File: src/rtl/nn_params_pkg.sv
// Shared constants and loader state encoding for the digit-recognition network front end.
package nn_params_pkg;

    localparam int unsigned N_INPUTS = 62;
    localparam int unsigned DATA_W   = 8;
    localparam int unsigned RESULT_W = 4;
    localparam int unsigned LAYER_W  = DATA_W * N_INPUTS;
    localparam int unsigned CNT_W    = $clog2(N_INPUTS);

    typedef enum logic [1:0] {
        StLoad  = 2'd0,
        StStart = 2'd1,
        StRun   = 2'd2,
        StDone  = 2'd3
    } loader_state_e;

endpackage

File: src/rtl/nn_frame_loader_if.sv
// Host byte stream, network start/result and digit return signals of the frame loader.
interface nn_frame_loader_if;
    import nn_params_pkg::*;

    logic                in_valid;
    logic [DATA_W-1:0]   in_data;
    logic                in_ready;
    logic                clear;
    logic                nn_start;
    logic [LAYER_W-1:0]  nn_input_layer;
    logic                nn_ready;
    logic [RESULT_W-1:0] nn_result;
    logic                out_valid;
    logic [RESULT_W-1:0] out_digit;
    logic                out_ready;
    logic                busy;

    // Host and network side.
    modport master (
        output in_valid, in_data, clear, nn_ready, nn_result, out_ready,
        input  in_ready, nn_start, nn_input_layer, out_valid, out_digit, busy
    );

    // Loader side.
    modport slave (
        input  in_valid, in_data, clear, nn_ready, nn_result, out_ready,
        output in_ready, nn_start, nn_input_layer, out_valid, out_digit, busy
    );

endinterface

File: src/rtl/nn_byte_counter.sv
// Mod-Modulus up-counter with enable, synchronous clear and terminal-count flag.
module nn_byte_counter
    import nn_params_pkg::*;
#(
    parameter int unsigned Modulus = N_INPUTS,
    parameter int unsigned Width   = CNT_W
) (
    input  logic             clk,
    input  logic             rst,
    input  logic             en,
    input  logic             clr,
    output logic [Width-1:0] count,
    output logic             co
);

    logic [Width-1:0] count_q, count_d;

    assign co    = (count_q == Width'(Modulus - 1));
    assign count = count_q;

    always_comb begin
        count_d = count_q;
        if (clr) begin
            count_d = '0;
        end else if (en) begin
            count_d = co ? '0 : count_q + Width'(1);
        end
    end

    always_ff @(posedge clk or posedge rst) begin
        if (rst) begin
            count_q <= '0;
        end else begin
            count_q <= count_d;
        end
    end

endmodule

File: src/rtl/nn_frame_loader.sv
// Assembles a serial pixel stream into the network input vector, starts the network and
// returns its digit over a valid/ready handshake.
module nn_frame_loader
    import nn_params_pkg::*;
(
    input logic              clk,
    input logic              rst,
    nn_frame_loader_if.slave bus
);

    loader_state_e       state_q, state_d;
    logic [CNT_W-1:0]    byte_cnt;
    logic                last_byte;
    logic                load_clr;
    logic                accept;
    logic                nn_ready_q;
    logic                done_edge;
    logic [LAYER_W-1:0]  layer_q, layer_d;
    logic [RESULT_W-1:0] digit_q;

    // Clear only acts in LOAD and beats a coincident byte.
    assign load_clr  = (state_q == StLoad) & bus.clear;
    assign accept    = (state_q == StLoad) & bus.in_valid & ~bus.clear;
    assign done_edge = bus.nn_ready & ~nn_ready_q;

    nn_byte_counter #(
        .Modulus (N_INPUTS),
        .Width   (CNT_W)
    ) u_byte_counter (
        .clk   (clk),
        .rst   (rst),
        .en    (accept),
        .clr   (load_clr),
        .count (byte_cnt),
        .co    (last_byte)
    );

    always_ff @(posedge clk or posedge rst) begin
        if (rst) begin
            state_q <= StLoad;
        end else begin
            state_q <= state_d;
        end
    end

    always_comb begin
        state_d = state_q;
        case (state_q)
            StLoad:  if (accept && last_byte) state_d = StStart;
            StStart: state_d = StRun;
            StRun:   if (done_edge) state_d = StDone;
            StDone:  if (bus.out_ready) state_d = StLoad;
            default: state_d = StLoad;
        endcase
    end

    always_comb begin
        bus.in_ready  = 1'b0;
        bus.nn_start  = 1'b0;
        bus.out_valid = 1'b0;
        bus.busy      = 1'b1;
        case (state_q)
            StLoad: begin
                bus.in_ready = ~rst;
                bus.busy     = 1'b0;
            end
            StStart: bus.nn_start  = 1'b1;
            StDone:  bus.out_valid = 1'b1;
            default: ;
        endcase
    end

    always_comb begin
        layer_d = layer_q;
        for (int unsigned k = 0; k < N_INPUTS; k++) begin
            if (accept && byte_cnt == CNT_W'(k)) begin
                layer_d[k*DATA_W +: DATA_W] = bus.in_data;
            end
        end
    end

    always_ff @(posedge clk or posedge rst) begin
        if (rst) begin
            layer_q    <= '0;
            digit_q    <= '0;
            nn_ready_q <= 1'b0;
        end else begin
            layer_q    <= layer_d;
            nn_ready_q <= bus.nn_ready;
            if (state_q == StRun && done_edge) begin
                digit_q <= bus.nn_result;
            end
        end
    end

    assign bus.nn_input_layer = layer_q;
    assign bus.out_digit      = digit_q;

endmodule

File: src/flat_wrapper.sv
// flat-port wrapper written by rule: the top's interface ports become plain ports
module nn_frame_loader_flat import nn_params_pkg::*;
  (clk, rst, bus_in_valid, bus_in_data, bus_clear, bus_nn_ready, bus_nn_result, bus_out_ready, bus_in_ready, bus_nn_start, bus_nn_input_layer, bus_out_valid, bus_out_digit, bus_busy);
  nn_frame_loader_if bus_i ();
  input logic clk;
  input logic rst;
  input wire logic [$bits(bus_i.in_valid)-1:0] bus_in_valid;
  input wire logic [$bits(bus_i.in_data)-1:0] bus_in_data;
  input wire logic [$bits(bus_i.clear)-1:0] bus_clear;
  input wire logic [$bits(bus_i.nn_ready)-1:0] bus_nn_ready;
  input wire logic [$bits(bus_i.nn_result)-1:0] bus_nn_result;
  input wire logic [$bits(bus_i.out_ready)-1:0] bus_out_ready;
  output wire logic [$bits(bus_i.in_ready)-1:0] bus_in_ready;
  output wire logic [$bits(bus_i.nn_start)-1:0] bus_nn_start;
  output wire logic [$bits(bus_i.nn_input_layer)-1:0] bus_nn_input_layer;
  output wire logic [$bits(bus_i.out_valid)-1:0] bus_out_valid;
  output wire logic [$bits(bus_i.out_digit)-1:0] bus_out_digit;
  output wire logic [$bits(bus_i.busy)-1:0] bus_busy;
  assign bus_i.in_valid = bus_in_valid;
  assign bus_i.in_data = bus_in_data;
  assign bus_i.clear = bus_clear;
  assign bus_i.nn_ready = bus_nn_ready;
  assign bus_i.nn_result = bus_nn_result;
  assign bus_i.out_ready = bus_out_ready;
  assign bus_in_ready = bus_i.in_ready;
  assign bus_nn_start = bus_i.nn_start;
  assign bus_nn_input_layer = bus_i.nn_input_layer;
  assign bus_out_valid = bus_i.out_valid;
  assign bus_out_digit = bus_i.out_digit;
  assign bus_busy = bus_i.busy;
  nn_frame_loader u_core (.clk(clk), .rst(rst), .bus(bus_i));
endmodule
File: config.mk
export PLATFORM = sky130hd
export DESIGN_NAME = nn_frame_loader_flat
export DESIGN_NICKNAME = d
export VERILOG_FILES = /design/src/rtl/nn_params_pkg.sv /design/src/rtl/nn_frame_loader_if.sv /design/src/rtl/nn_byte_counter.sv /design/src/rtl/nn_frame_loader.sv /design/src/flat_wrapper.sv
export SDC_FILE = /design/constraint.sdc
export NUM_CORES = 1
export LEC_CHECK = 0
export CORE_AREA = 2 2 204 206
export CTS_BUF_LIST = sky130_fd_sc_hd__clkbuf_16
export DETAILED_ROUTE_END_ITERATION = 16
export DIE_AREA = 0 0 206 208
export GPL_TIMING_DRIVEN = 0
export PLACE_DENSITY = 0.85
export SETUP_SLACK_MARGIN = 0.1
export SKIP_LAST_GASP = 1
export SLEW_MARGIN = 25
export SYNTH_ARGS = -nofsm -noshare
export SYNTH_HDL_FRONTEND = slang
export SYNTH_SLANG_ARGS = --single-unit
File: constraint.sdc
create_clock -name clk -period 43.7 [get_ports clk]
set_input_delay 6.555 -clock clk [delete_from_list [all_inputs] [get_ports clk]]
set_output_delay 6.555 -clock clk [all_outputs]
set_load 0.01 [all_outputs]
==> flow_summary.yaml, run 1 <==
routing:
  vias_per_cell: 5.31
  routed-via-count: 12563
  maxUsedRoutingLayer: "met5"
  detail_route.first_pass.iterations: 4
  route.detailed.wl_per_inst_um: 24.6
  detail-route-antenna-nets: 0
  met1_length_um: 22800
  routed-wl-met3_um: 4080
  wl_met2_um: 28600
  route.detailed.drc: 0
  total_wire_length_after_detailed_routing_um: 58200
  initialDrtViolationCount: 495
critical_path:
  end_kind: "output port"
  worst_r2r_startpoint: "u_core.u_byte_counter.count[0]"
  worst-endpoint-arrival_ns: 7.76
  timing.critical_path.fanout_max: 2
  r2r_end: "u_core.bus.nn_input_layer[310]"
  critical_path_required_ns: 37.15
  critical_path_class: "input pin to output port"
  path_cells: "clkdlybuf4s50_1, nor2_1, clkdlybuf4s50_1"
  depth_of_the_worst_register_to_register_path: 6
  worst_reg2reg_setup_slack_ns: 40.87
  critical_path.slowest_cell: "sky130_fd_sc_hd__clkdlybuf4s50_1"
  cp_num_buf_inv: 2
  cpMostUsedCell: "sky130_fd_sc_hd__clkdlybuf4s50_1"
  slowest_delay_ns: 0.56
  worstSetupStartpointType: "input pin"
  crit_cells: 3
  crit_family: "buffers and inverters"
status:
  outcome: "finished, final reports clean"
final_layout:
  post-route-util: 0.684
  postLayoutCellArea_um2: 27700
  finalNonFillerCells: 2365
  layout-area-overhead-vs-synth_pct: 38.0
  drive_gt1_frac: 0.344
  fill_cells: 2703
  finish.net_count: 1823
floorplanning:
  core_area_um2: 40600
  initial_utilization: 0.495
  num_io_pins: 522
  die_width_um: 206
  floorplan.die_area_um2: 42800
  fp.dieH_um: 208
  num_rows: 74
synth:
  ys_top_cells_by_area: "sky130_fd_sc_hd__dfrtp_1 (63%), sky130_fd_sc_hd__mux2_2 (27%), sky130_fd_sc_hd__nor2_8 (1.9%), sky130_fd_sc_hd__mux2_1 (1.1%), sky130_fd_sc_hd__clkbuf_1 (0.99%)"
  syn_area_um2: 20100
  syn_area_per_cell_um2: 16.5
  synthDominantCellAreaShare: 0.634
  synth_cell_type_count: 42
  yosysTopAreaCell: "sky130_fd_sc_hd__dfrtp_1"
  synthesis.yosys.warnings: 0
  list_of_most_frequent_post_synthesis_cells: "sky130_fd_sc_hd__dfrtp_1 (509), sky130_fd_sc_hd__mux2_2 (473), sky130_fd_sc_hd__clkbuf_1 (53), sky130_fd_sc_hd__mux2_1 (20), sky130_fd_sc_hd__nand2_1 (20)"
  postSynthCellCount: 1217
  post-synth-top-count-cell: "sky130_fd_sc_hd__dfrtp_1"
  syn_nets: 1244
  yosysSeqAreaShare: 0.634
  ys_dominant_reg_cell: "sky130_fd_sc_hd__dfrtp_1"
  asyncSetResetFlopFracSynth: 1.00
  synth-edff-count: 0
  ys_seq_elements: 509
sta:
  fmax_mhz: 69.9
  slew-limit-headroom: 0.407
  final-hold-violation-count: 0
  finClkSkew_ns: 0.0174
  timing.setup.tns_ns: 0
  post-route-min-period_ns: 14.31
  grt_setup_unrepaired: "false"
  worst_slew_pin_slew_ns: 0.887
  fin_crit_sh: 0.328
  final-setup-viol-count: 0
  fin_worst_hold_slack_ns: 0.484
  finalMaxSlewViolations: 0
placement:
  detailed_place_hpwl_um: 41900
  buffer_ports.inserted: 521
  placed_area_um2: 26100
  numPlacedInstances: 2275
  globalplace.congestion: 0.814
clocking:
  cts_setup_buffers: 0
  clock_latency_ns: 0.58
  clk_pin_slew_ns: 0.06
  clk_path_buf_depth: 3
  cts.repair.resized: 0
  postCtsHoldBufs: 0
  cts_tree: "done"
  clock_tree.root_cell: "sky130_fd_sc_hd__clkbuf_16"
  cts.sink_count: 509
  ctsHtreeMaxLevel: 2
  cts_buffers: 51
global_routing:
  via_count_of_the_first_global_routing_pass: 13523
  grt_use_total: 0.275
  pin_count_of_the_biggest_net_entering_global_routing: 105
  antenna_violations_before_repair: 2
  grt_pass1_wl_um: 87600
  globalRouteOverflowTotal: 0
power:
  static-leakage-power_uw: 0.0135
  ir_worst_vdd_mv: 0.0431
  power_density_nw_per_um2: 38.7
hold_path:
  hold_path_startpoint: "u_core.bus.nn_input_layer[379]"
  hold_depth: 1
  hold-path-endpoint: "u_core.bus.nn_input_layer[379]"
  hp_class: "register to register"
job:
  max-cap-violations: 0
[placed cells by master (no fill, tap or decap), types with 5 or more instances in the layout]
cell type / n
sky130_fd_sc_hd__mux2_1: 20
sky130_fd_sc_hd__ha_1: 9
sky130_fd_sc_hd__buf_16: 5
sky130_fd_sc_hd__mux2_2: 473
sky130_fd_sc_hd__inv_1: 14
sky130_fd_sc_hd__nand3_1: 10
sky130_fd_sc_hd__clkdlybuf4s50_1: 521
sky130_fd_sc_hd__buf_4: 8
sky130_fd_sc_hd__nor2_4: 13
sky130_fd_sc_hd__nand2_1: 20
sky130_fd_sc_hd__nand3_4: 11
sky130_fd_sc_hd__bufinv_16: 5
sky130_fd_sc_hd__dfrtp_1: 509
sky130_fd_sc_hd__nor2_8: 19
sky130_fd_sc_hd__o21ai_0: 5
sky130_fd_sc_hd__mux2_4: 8
sky130_fd_sc_hd__clkbuf_1: 53
sky130_fd_sc_hd__clkbuf_16: 53
sky130_fd_sc_hd__nor2_2: 9
sky130_fd_sc_hd__clkinv_2: 8
sky130_fd_sc_hd__clkinv_1: 15
[layer usage]
layer	vias up	global-route usage
li1	5461	-
met1	6501	0.341
met2	464	0.453
met3	135	0.0705
met4	2	0.123
met5	-	0
[kinds of logic (layout without fill, tap and decap cells)]
family                     count (synthesis)  in the layout  synth area share
adders and majority gates                  9              9           0.00561
muxes                                    502            502             0.283
other                                      0              1                 0
AOI/OAI and AO/OA                         14             14           0.00498
and+or+nand+nor                          106            106            0.0545
buffers and inverters                     77            692            0.0179
DFF                                      509            509             0.634
[per-stage QoR]
step                      total power [uW]  setup WS, ns
after CTS                             1080         29.37
final                                 1070         29.39
after global placement                 651         17.89
after floorplan                        583         22.93
after detailed placement               658         29.39
after global routing                  1110         29.35
[registers in the layout (all words and copies together), names as in the netlist]
name,flops
u_core.bus.nn_input_layer,496
u_core.bus.out_digit,4
u_core.nn_ready_q,1
u_core.u_byte_counter.count,6
u_core.state_q,2
[worst max-delay path by stage]
stage | start | slack (ns) | endpoint
after global routing | rst | 29.35 | bus_in_ready
after floorplan | rst | 22.93 | u_core.bus.nn_input_layer[0]
after global placement | rst | 17.89 | u_core.bus.nn_input_layer[183]
after detailed placement | rst | 29.39 | bus_in_ready
after CTS | rst | 29.37 | bus_in_ready
final | rst | 29.39 | bus_in_ready
[where the power goes]
| group | leakage (uW) | internal [uW] | total [uW] | switching [uW] |
|---|---|---|---|---|
| Combinational | 0.00561 | 65.2 | 141 | 75.6 |
| Sequential | 0.00702 | 494 | 508 | 14.3 |
| Clock | 0.000820 | 247 | 425 | 179 |
[layout make-up]
class | instances | area, um2 | area share
plain buffers | 68 | 325 | 0.0117
flip-flops and latches | 509 | 12700 | 0.459
clock inverters | 36 | 282 | 0.0102
clock buffers | 53 | 1330 | 0.0478
diodes | 1 | 2.50 | 0.0000903
inverters | 9 | 41.3 | 0.00149
multi-input cells | 631 | 6990 | 0.252
repair buffers | 526 | 5350 | 0.193
well taps | 532 | 666 | 0.0240
No activity file was read; power rests on OpenSTA's default activity.
==> run 2: changes to the inputs <==
--- a/config.mk
+++ b/config.mk
@@ -5,12 +5,11 @@
 export SDC_FILE = /design/constraint.sdc
 export NUM_CORES = 1
 export LEC_CHECK = 0
-export CORE_AREA = 2 2 204 206
+export CORE_UTILIZATION = 44
 export CTS_BUF_LIST = sky130_fd_sc_hd__clkbuf_16
 export DETAILED_ROUTE_END_ITERATION = 16
-export DIE_AREA = 0 0 206 208
 export GPL_TIMING_DRIVEN = 0
-export PLACE_DENSITY = 0.85
+export PLACE_DENSITY = 0.8
 export SETUP_SLACK_MARGIN = 0.1
 export SKIP_LAST_GASP = 1
 export SLEW_MARGIN = 25
==> constraint.sdc (replaced) <==
create_clock -name clk -period 13.06 [get_ports clk]
set_input_delay 1.959 -clock clk [delete_from_list [all_inputs] [get_ports clk]]
set_output_delay 1.959 -clock clk [all_outputs]
set_load 0.01 [all_outputs]
==> flow_summary.yaml, run 2 (synthesis results as in run 1) <==
status:
  outcome: "finished, final reports clean"
clocking:
  clk_path_buf_depth: 3
  cts_tree: "done"
  cts.repair.resized: 0
  cts_buffers: 52
  ctsHtreeMaxLevel: 2
  clock_latency_ns: 0.58
  cts_setup_buffers: 0
  postCtsHoldBufs: 0
  cts.sink_count: 509
  clock_tree.root_cell: "sky130_fd_sc_hd__clkbuf_16"
  clk_pin_slew_ns: 0.06
floorplanning:
  core_area_um2: 44600
  die_width_um: 216
  num_io_pins: 522
  fp.dieH_um: 216
  floorplan.die_area_um2: 46500
  num_rows: 77
  initial_utilization: 0.450
critical_path:
  critical_path.slowest_cell: "sky130_fd_sc_hd__clkdlybuf4s50_1"
  slowest_delay_ns: 0.55
  end_kind: "output port"
  path_cells: "clkdlybuf4s50_1, nor2_1, clkdlybuf4s50_1"
  worstSetupStartpointType: "input pin"
  depth_of_the_worst_register_to_register_path: 6
  worst_reg2reg_setup_slack_ns: 10.12
  worst-endpoint-arrival_ns: 3.07
  cpMostUsedCell: "sky130_fd_sc_hd__clkdlybuf4s50_1"
  worst_r2r_startpoint: "u_core.u_byte_counter.count[0]"
  timing.critical_path.from: "rst"
  critical_path_class: "input pin to output port"
  r2r_end: "u_core.bus.nn_input_layer[470]"
  timing.critical_path.fanout_max: 2
  critical_path_required_ns: 11.10
placement:
  buffer_ports.inserted: 521
  detailed_place_hpwl_um: 42600
  placed_area_um2: 26400
  globalplace.congestion: 0.790
sta:
  grt_setup_unrepaired: "false"
  final-hold-violation-count: 0
  fin_worst_hold_slack_ns: 0.484
  fmax_mhz: 199
  final-setup-viol-count: 0
  finClkSkew_ns: 0.0171
  finalMaxSlewViolations: 0
  post-route-min-period_ns: 5.03
  timing.setup.tns_ns: 0
  slew-limit-headroom: 0.366
  fin_crit_sh: 0.385
  worst_slew_pin_slew_ns: 0.948
routing:
  vias_per_cell: 5.18
  total_wire_length_after_detailed_routing_um: 58500
  detail_route.first_pass.iterations: 4
  route.detailed.wl_per_inst_um: 23.9
  detail-route-antenna-nets: 0
  route.detailed.drc: 0
  routed-via-count: 12666
  initialDrtViolationCount: 500
power:
  static-leakage-power_uw: 0.0136
  power_density_nw_per_um2: 128
  ir_worst_vdd_mv: 0.0949
  p_sw_frac: 0.254
  total_switching_power_uw: 912
  pwr-share-clk: 0.394
  internal_power_uw: 2680
  pwr-share-comb: 0.133
  pwr-share-seq: 0.473
final_layout:
  postLayoutCellArea_um2: 28100
  layout_common_cells: "sky130_fd_sc_hd__clkdlybuf4s50_1 (521), sky130_fd_sc_hd__dfrtp_1 (509), sky130_fd_sc_hd__mux2_2 (473)"
  largest_register_ffs: 496
  drive_gt1_frac: 0.348
  finish.net_count: 1837
  layout-area-overhead-vs-synth_pct: 39.7
  mostFrequentLayoutCell: "sky130_fd_sc_hd__clkdlybuf4s50_1"
  post-route-util: 0.629
  fill_cells: 3265
hold_path:
  hold_depth: 1
  hp_class: "register to register"
  hold-path-endpoint: "u_core.bus.nn_input_layer[340]"
  hold_path_startpoint: "u_core.bus.nn_input_layer[340]"
global_routing:
  antenna_violations_before_repair: 2
  grt_pass1_wl_um: 88800
  pin_count_of_the_biggest_net_entering_global_routing: 34
  grt_use_total: 0.255
  globalRouteOverflowTotal: 0
  via_count_of_the_first_global_routing_pass: 13598
job:
  max-cap-violations: 0
## run 2: cell count changes in the layout (fill, tap and decap cells not counted), sizes merged
| cell | delta |
|---|---|
| buf | +13 |
| clkinvlp | +4 |
| clkbuf | +1 |
| bufinv | -2 |
| clkinv | -5 |
| inv | +7 |
## run 2: critical path: cells and delay by family
family                 cells  cell delay [ns]
AND/OR/NAND/NOR            1             0.11
buffers and inverters      2             1.00
## run 2: cell type report
cell class                      instances  area (um2)  area share
Multi-Input combinational cell        631        6990       0.249
Inverter                                9        37.5     0.00134
Timing Repair Buffer                  539        5610       0.200
Tap cell                              592         741      0.0264
Buffer                                 68         325      0.0116
Sequential cell                       509       12700       0.454
Antenna cell                            1        2.50   0.0000892
Clock buffer                           54        1350      0.0482
Clock inverter                         40         265     0.00945
## run 2: power groups by stage
stage,sequential [uW],combinational (uW),clock (uW)
2_1_floorplan,1750,199,0
3_3_place_gp,1720,458,0
3_5_place_dp,1730,484,0
4_1_cts,1700,486,1440
5_1_grt,1710,511,1500
6_report,1700,479,1410
## run 2: worst max-delay path by stage
| stage | to | slack (ns) | cells past startpoint |
|---|---|---|---|
| 6_report | bus_in_ready | 8.03 | 3 |
| 3_5_place_dp | bus_in_ready | 8.03 | 3 |
| 3_3_place_gp | u_core.bus.nn_input_layer[175] | 1.35 | 2 |
| 2_1_floorplan | u_core.bus.nn_input_layer[0] | 4.19 | 1 |
| 4_1_cts | bus_in_ready | 8.03 | 3 |
| 5_1_grt | bus_in_ready | 7.98 | 3 |
## run 2: metrics by stage
stage | cells | power (uW) | setup WS [ns]
floorplan | 1217 | 1950 | 4.19
global placement | 2330 | 2180 | 1.35
detailed placement | 2348 | 2210 | 8.03
CTS | 2442 | 3630 | 8.03
global route | 2442 | 3720 | 7.98
finish | 2443 | 3590 | 8.03
## run 2: routing by layer
layer	vias up	track usage	routed length (um)
li1	5473	-	-
met1	6644	0.316	23600
met2	436	0.424	28500
met3	113	0.0640	4010
met4	0	0.107	2390
met5	-	0	0
